[src/rtl/buffered_parallel_out.sv]
// buffered_parallel_out
//   A FIFO of words feeding a parallel-output handshake. A consumer raises the
//   asynchronous level data_req; on each new request one word is popped into
//   data_out, held for SETUP_CYCLES cycles of settling time, then flagged valid
//   with data_rdy until the consumer drops the request.
//
// Ports
//   ref_clk    sole clock, all state on its rising edge
//   rst        asynchronous active-high reset
//   wr_en      push request (ref_clk domain)
//   wr_data    word to push
//   data_req   consumer request level, asynchronous to ref_clk
//   clr_flags  synchronous clear of the sticky overflow/underflow flags
//   data_rdy   data_out is valid for the consumer
//   data_out   parallel word presented to the consumer
//   full       FIFO holds DEPTH words
//   empty      FIFO holds no words
//   level      number of words currently stored
//   overflow   sticky: a push was dropped because the FIFO was full
//   underflow  sticky: a request arrived while the FIFO was empty
module buffered_parallel_out #(
  parameter int DATA_WIDTH   = 24,
  parameter int DEPTH        = 16,
  parameter int SETUP_CYCLES = 2
) (
  input  logic                      ref_clk,
  input  logic                      rst,
  input  logic                      wr_en,
  input  logic [DATA_WIDTH-1:0]     wr_data,
  input  logic                      data_req,
  input  logic                      clr_flags,
  output logic                      data_rdy,
  output logic [DATA_WIDTH-1:0]     data_out,
  output logic                      full,
  output logic                      empty,
  output logic [$clog2(DEPTH):0]    level,
  output logic                      overflow,
  output logic                      underflow
);

  localparam int AW = $clog2(DEPTH);
  localparam int CW = $clog2(SETUP_CYCLES + 1);

  typedef enum logic [1:0] {
    IDLE,
    WAIT_DATA,
    SETUP,
    READY
  } state_t;

  state_t state, state_nxt;

  logic [CW-1:0]         cnt, cnt_nxt;
  logic                  req_m, req_s, req_d;
  logic                  rise;
  logic                  push, pop;
  logic                  overflow_set, underflow_set;
  logic [AW-1:0]         wr_ptr, rd_ptr;
  logic [DATA_WIDTH-1:0] mem [DEPTH];

  // ---------------------------------------------------------------------------
  // Request synchronizer and edge detect. req_d lags req_s by one cycle so a
  // request held high produces exactly one rise.
  // ---------------------------------------------------------------------------
  // NOTE: sequential state uses non-blocking assignments so every flop samples
  // the pre-edge value of its neighbours, which is what makes the 2-flop
  // synchronizer a chain rather than a single wire.
  always_ff @(posedge ref_clk or posedge rst) begin
    if (rst) begin
      req_m <= 1'b0;
      req_s <= 1'b0;
      req_d <= 1'b0;
    end else begin
      req_m <= data_req;
      req_s <= req_m;
      req_d <= req_s;
    end
  end

  assign rise = req_s & ~req_d;

  // ---------------------------------------------------------------------------
  // FIFO storage and bookkeeping. A push while full is dropped even if a pop
  // happens in the same cycle; full is judged on the registered level.
  // ---------------------------------------------------------------------------
  assign full         = (level == (AW + 1)'(DEPTH));
  assign empty        = (level == '0);
  assign push         = wr_en & ~full;
  assign overflow_set = wr_en & full;

  // NOTE: the storage array has no reset; its contents are only observable
  // after a push has written them, and leaving it unreset lets it map to RAM.
  always_ff @(posedge ref_clk) begin
    if (push) begin
      mem[wr_ptr] <= wr_data;
    end
  end

  always_ff @(posedge ref_clk or posedge rst) begin
    if (rst) begin
      wr_ptr <= '0;
      rd_ptr <= '0;
      level  <= '0;
    end else begin
      // Pointers are AW bits wide, so they wrap modulo DEPTH on their own.
      if (push) wr_ptr <= wr_ptr + AW'(1);
      if (pop)  rd_ptr <= rd_ptr + AW'(1);
      case ({push, pop})
        2'b10:   level <= level + (AW + 1)'(1);
        2'b01:   level <= level - (AW + 1)'(1);
        default: level <= level;
      endcase
    end
  end

  // ---------------------------------------------------------------------------
  // Output handshake FSM
  // ---------------------------------------------------------------------------
  always_ff @(posedge ref_clk or posedge rst) begin
    if (rst) begin
      state <= IDLE;
      cnt   <= '0;
    end else begin
      state <= state_nxt;
      cnt   <= cnt_nxt;
    end
  end

  // NOTE: every signal driven here gets a default before the case statement;
  // a path that left one unassigned would infer a latch.
  always_comb begin
    state_nxt     = state;
    cnt_nxt       = cnt;
    pop           = 1'b0;
    underflow_set = 1'b0;
    case (state)
      IDLE: begin
        if (rise) begin
          if (!empty) begin
            pop       = 1'b1;
            cnt_nxt   = CW'(SETUP_CYCLES);
            state_nxt = SETUP;
          end else begin
            underflow_set = 1'b1;
            state_nxt     = WAIT_DATA;
          end
        end
      end
      WAIT_DATA: begin
        // The request already counted as a rise; wait here for data instead
        // of needing a second edge.
        if (!req_s) begin
          state_nxt = IDLE;
        end else if (!empty) begin
          pop       = 1'b1;
          cnt_nxt   = CW'(SETUP_CYCLES);
          state_nxt = SETUP;
        end
      end
      SETUP: begin
        // Abandoning the request here silently discards the popped word.
        cnt_nxt = cnt - CW'(1);
        if (!req_s) begin
          state_nxt = IDLE;
        end else if (cnt == CW'(1)) begin
          state_nxt = READY;
        end
      end
      READY: begin
        if (!req_s) begin
          state_nxt = IDLE;
        end
      end
      default: state_nxt = IDLE;
    endcase
  end

  assign data_rdy = (state == READY);

  // data_out only moves on a pop, so it keeps the last word while idle.
  always_ff @(posedge ref_clk or posedge rst) begin
    if (rst) begin
      data_out <= '0;
    end else if (pop) begin
      data_out <= mem[rd_ptr];
    end
  end

  // ---------------------------------------------------------------------------
  // Sticky error flags: a new error event outranks a clear in the same cycle.
  // ---------------------------------------------------------------------------
  always_ff @(posedge ref_clk or posedge rst) begin
    if (rst) begin
      overflow  <= 1'b0;
      underflow <= 1'b0;
    end else begin
      if (overflow_set)   overflow <= 1'b1;
      else if (clr_flags) overflow <= 1'b0;
      if (underflow_set)  underflow <= 1'b1;
      else if (clr_flags) underflow <= 1'b0;
    end
  end

endmodule

[config.mk]
export PLATFORM = sky130hd
export DESIGN_NAME = buffered_parallel_out
export DESIGN_NICKNAME = d
export VERILOG_FILES = /design/src/rtl/buffered_parallel_out.sv
export SDC_FILE = /design/constraint.sdc
export NUM_CORES = 1
export LEC_CHECK = 0
export ABC_AREA = 1
export BUFFER_PORTS_ARGS = -buffer_cell sky130_fd_sc_hd__buf_4
export CAP_MARGIN = 20
export CORE_MARGIN = 3
export CORE_UTILIZATION = 30
export CTS_CLUSTER_SIZE = 40
export DETAILED_ROUTE_END_ITERATION = 16
export GPL_TIMING_DRIVEN = 0
export PLACE_DENSITY = 0.52
export SETUP_SLACK_MARGIN = 0.3
export SLEW_MARGIN = 0
export SYNTH_ARGS = -nofsm -noshare
export SYNTH_HDL_FRONTEND = slang
export SYNTH_SLANG_ARGS = --single-unit
[constraint.sdc]
create_clock -name ref_clk -period 5.8 [get_ports ref_clk]
set_clock_uncertainty 0.1 [all_clocks]
set_input_delay 0.29 -clock ref_clk [delete_from_list [all_inputs] [get_ports ref_clk]]
set_output_delay 0.29 -clock ref_clk [all_outputs]
set_load 0.05 [all_outputs]
Word level (Yosys, flattened, before mapping)
Memories as Yosys holds them, arrays and structs flattened. A register that Yosys moved wholly into a read port is not among the register bits.
Cells that the tools add are included.
- register bits: 22
- word-level logic and storage cells: 66
- bits of input ports: 29
- memories kept: 1
- output and inout bits: 34
- memory bits (writable): 384
- memories (memory ; words ; width ; rd ports ; clocked after memory_dff ; wr ports ; RTL line ; text):
    mem ; 16 ; 24 ; 1 ; 1 ; 1 ; 59 ; logic [DATA_WIDTH-1:0] mem [DEPTH];
- multiplexer cells: 25
- bitwise operators: 5
- add/sub/neg operators: 5
- reduce and logical (&&, ||, !) cells: 8
- equal/unequal tests: 12
- operators with widths (kind ; number):
    2-bit 2-to-1 mux ; 10
    1-bit 2-to-1 mux ; 11
    5-bit one-hot mux with 2 select lines ; 1
    4-bit by 1-bit adder with 4-bit output, second input constant ; 2
    2-bit one-hot mux with 4 select lines ; 1
    2-bit by 1-bit == test with 1-bit output, second input constant ; 3
    2-bit == test, second input constant ; 3
    2-bit inequality test, second input constant ; 3
    3-bit inequality test, second input constant ; 2
    2-bit one-hot mux with 3 select lines ; 1
    2-bit nonzero test ; 3
    5-bit by 1-bit adder with 5-bit output, second input constant ; 1
    5-bit == test, second input constant ; 1
    5-bit logical NOT ; 1
    5-bit by 1-bit subtractor with 5-bit output, second input constant ; 1
    4-bit AND reduction ; 1
    1-bit AND ; 3
    3-bit AND reduction ; 1
    3-bit nonzero test ; 1
    2-bit logical NOT ; 1
    1-bit inverter ; 2
    1-bit one-hot mux with 2 select lines ; 1
    2-bit by 1-bit subtractor with 2-bit output, second input constant ; 1

Depth between registers and ports, before layout
- word-level depth: 6
- mapped depth: 18
- depth with buffers taken out: 16

Worst setup path after synthesis
No wires, ideal clock.
- path type: register to register
- start point: register level[1]
- end point: memory mem[10][0], enable pin
- setup slack: 2.306 ns
- stages on the path, launching flop included: 6
- arrival: 2.958 ns
- required time: 5.265 ns
- setup time: 0.435 ns
- path buffers: 1
- cell sequence: dfrtp_1 inv_1 nand4_1 nand2_1 clkbuf_1 nor3_1
- cells in the longest elaborated chain, start to end: 5
- RTL lines (element ; RTL line ; text):
    start: declaration ; 36 ; output logic [$clog2(DEPTH):0] level,
    start signal: assignment ; 109 ; 2'b10: level <= level + (AW + 1)'(1);
    start signal: assignment ; 110 ; 2'b01: level <= level - (AW + 1)'(1);
    start signal: assignment ; 111 ; default: level <= level;
    5-bit == test ; 86 ; assign full = (level == (AW + 1)'(DEPTH));
    1-bit inverter ; 88 ; assign push = wr_en & ~full;
    1-bit AND ; 88 ;
    1-bit 2-to-1 mux ; 94 ; if (push) begin
    1-bit 2-to-1 mux (not written as such) ; 95 ; mem[wr_ptr] <= wr_data;
    end: declaration ; 59 ;
Every way passes these cells.

Final worst setup path
- start point: register level[2]
- end point: register level[4]
- cells in the longest elaborated chain, start to end: 6
- elaborated cells on any way between the ends: 14
- those cells by class: add/sub: 2; eq/ne: 3; mux: 5; bitwise: 2; reduce/logical: 2
- RTL lines (element ; RTL line ; text):
    5-bit logical NOT ; 87 ; assign empty = (level == '0);
    1-bit 2-to-1 mux ; 139, 154 ;
    1-bit 2-to-1 mux, on equally long branches ; 152, 138 ;
    1-bit one-hot mux with 2 select lines ; 136 ; case (state)
    2-bit by 1-bit == test with 1-bit output / 2-bit == test (equally long branches) ; 108 ; case ({push, pop})
    5-bit one-hot mux with 2 select lines / 2-bit nonzero test (equally long branches) ; -- ;
Parallel ways exist; a longest one is shown, timed or not.
A chain may end at the register's enable or synchronous reset.

==> metrics.csv <==
stage;metric;value;unit
finish;most frequent cells in the layout;nand2_1 (612), edfxtp_1 (384), nand3_1 (261);
worst_setup_path;Buf/Inv on CP;1;
grt;Tot GR Track Use;16.23;%
finish;Ant. Diodes;0;
clocking;Setup Fix Bufs, Post-CTS;0;
worst_setup_path;CP Cell Sequence;nor2_1 -> nand4_1 -> nand2_1 -> clkbuf_1 -> ha_1 -> xor2_1 -> ha_1 -> nor2_1 -> nor2_1 -> nand2_1 -> nand2_1 -> nand3_1 -> nand2_1 -> nand2_1;
worst_setup_path;CP delay by family, top;simple AND/OR/NAND/NOR gates;
hold_path;Hold Crit Class;in2async;
placed_design;Post-DP HPWL;32910;µm
worst_setup_path;Worst R2R Path Depth;14;
routing;WL final;48360;µm
grt;global-route wire length before repair;73440;µm
worst_setup_path;CP max-delay cell;clkbuf_1;
power;total power;10.68;mW
clocking;CTS tree;yes;
worst_setup_path;crit path kind;reg2reg;
clocking;clock-pin slew on the worst setup and hold paths;0.06;ns
synthesis;largest cells by area after synthesis;edfxtp_1 (66%), nand2_1 (13%), nand3_1 (7.5%);
grt;grt total ovfl;0;
floorplan;Ports;63;
timing;Slew headroom;34.84;%
timing;Max Clock Freq;0.3172;GHz
synthesis;post-synth top area cell;edfxtp_1;
clocking;Root Buffer;clkbuf_16;
routing;via count;11780;
timing;RSZ-0062 raised after global routing;false;
floorplan;cell row count;87;
routing;Vias/cell;4.767;
finish;area grow syn2layout;20.71;%
clocking;clk buf depth;3;
routing;post-detailed-route wirelength per cell;19.56;µm
synthesis;Syn Nets;1550;
routing;Initial DRC Count;1134;
synthesis;Post-Syn Instances;1512;
finish;Post-Layout Cell Count;2472;
worst_setup_path;Crit path depth;14;
timing;worst-margin pin slew;0.9721;ns
placed_design;# port buffers;62;
placed_design;Place WS;2.675;ns
floorplan;Initial Utilization;30.60;%
clocking;Post-CTS Hold Buffers;28;
placed_design;routability cong.;0.8493;
routing;TritonRoute pass-1 iters;6;
finish;most common cell after layout, fill and taps aside;nand2_1;
clocking;TritonCTS Buffers;47;
timing;setup tns final;0;ns
clocking;H-tree depth;2;
floorplan;Core Footprint;56820;µm²
timing;Max Slew Vio Count;0;
clocking;Worst-Skew Late Latency;0.58;ns
synthesis;sequential-to-total area share from yosys stat;72.94;%
power;Pleak;8.087;nW
worst_setup_path;max incr delay on CP;0.58;ns
synthesis;synth unique cells;28;
worst_setup_path;Req. time, crit path;6.15;ns
worst_setup_path;cell mode on critical path;nand2_1;
synthesis;post-synth top area share;66.32;%
power;VDD IR max;0.3721;mV
timing;Final period util;54.36;%
placed_design;Placed Cells;2357;
synthesis;average size of a mapped cell;11.50;µm²
synthesis;mapped cell area;17390;µm²
floorplan;die width;246.7;µm
run;Max-Cap Viols;0;
worst_setup_path;crit path DAT;3.50;ns
run_status;status;finished clean;
routing;DRC viols;0;
synthesis;Seq cells post-synth;430;
grt;initial antenna violation count;1;
timing;minimum clock period;3.153;ns
timing;Final Hold Fails;0;
clocking;PostCTS Resize Cnt;0;
timing;slack of the critical path;2.647;ns
clocking;# clock sinks;430;
finish;fin nets;1716;
worst_setup_path;critical path peak fanout;11;
grt;vias in the first global route;11600;
finish;layout cells sized above 1;14.16;%
floorplan;Die H;246.7;µm
worst_setup_path;startpoint types;flop;
grt;maximum number of pins on one net before global-route repair;28;
floorplan;Die ar.;60880;µm²
worst_setup_path;crit end category;flop;
synthesis;Warnings, synthesis;0;
power;pwr dens;508.9;nW/µm²
finish;Core Util, Final;36.94;%
routing;antenna-violating nets left;0;
timing;final setup vio count;0;
per-layer routing:
| layer | global-route usage, % | up-vias | part of all wire, % |
|---|---|---|---|
| met2 | 25.61 | 424 | 46 |
| met4 | 4.731 | 0 | 2.3 |
| met3 | 3.242 | 66 | 7.8 |
| met5 | 0 | - | 0 |
| li1 | - | 5558 | - |
| met1 | 22.67 | 5736 | 44 |
logic make-up after synthesis:
family | count (synthesis) | share of synthesized area [%]
AND/OR/NAND/NOR | 910 | 21.80
adder cells (fa/ha/maj) | 9 | 0.6477
flip-flops | 430 | 72.94
AO/OA/AOI/OAI | 40 | 1.202
buffers and inverters | 114 | 2.958
XOR/XNOR | 9 | 0.4534
area by class of cell:
type | instances | area [µm²]
fill | 5517 | 35830
clock buffer | 74 | 1389
clock inverter | 13 | 101.3
sequential | 430 | 12680
multi-input combinational | 968 | 4280
timing repair buffer | 117 | 1075
inverter | 33 | 123.9
buffer | 81 | 390.4
tap | 756 | 945.9
power breakdown:
| group | internal, mW | switching [mW] | total (mW) |
|---|---|---|---|
| clock network | 1.69 | 1.20 | 2.89 |
| logic | 1.06 | 2.80 | 3.86 |
| registers | 3.78 | 0.157 | 3.93 |
| total | 6.52 | 4.16 | 10.7 |
path summary, 6_finish.rpt:
check                      startpoint      endpoint  slack, ns
setup / recovery             level[2]      level[4]       2.65
hold / removal                    rst         req_m       0.19
setup reg to reg             level[2]      level[4]       2.65
hold reg to reg                 req_m         req_s       0.26
max in group asynchronous         rst  data_out[23]       4.87
min in group ref_clk            req_m         req_s       0.26
synthesized netlist by cell type:
master    count
a21oi_1      25
nor2_1       16
a31oi_1       1
a21boi_0      1
nand3_4       1
inv_1        25
o22ai_1       2
edfxtp_1    384
inv_2         8
nor2_2        1
buf_1         9
nand4_1       4
clkbuf_1     12
o21ai_1       1
xor2_1        7
xnor2_1       2
ha_1          9
buf_4         2
nand3_1     261
or2_1         1
buf_6         1
nor3_1       13
buf_2        57
o21ai_0       9
nand2_1     612
dfrtp_1      46
nand2_2       1
o31ai_1       1
registers in the layout (all words and copies together) (netlist names):
| signal | cells |
|---|---|
| mem | 384 |
| data_out | 24 |
| level | 5 |
| rd_ptr | 4 |
| wr_ptr | 4 |
| cnt | 2 |
| state | 2 |
| overflow | 1 |
| req_d | 1 |
| req_m | 1 |
| req_s | 1 |
| underflow | 1 |
per-stage QoR:
step	hold slack, ns	area, µm²
after floorplan	0.2214	17390
after global placement	0.2430	18800
after detailed placement	0.2261	19220
after CTS	0.1702	20990
after global routing	0.2234	20990
final	0.1923	20990
worst register-to-register path, cell delays in order, from the launching register on:
cell,delay (ns)
dfrtp_1,0.44
nor2_1,0.16
nand4_1,0.12
nand2_1,0.27
clkbuf_1,0.58
ha_1,0.39
xor2_1,0.22
ha_1,0.18
nor2_1,0.05
nor2_1,0.21
nand2_1,0.08
nand2_1,0.08
nand3_1,0.07
nand2_1,0.06
nand2_1,0.05
Power figures use the tool's default switching activity.
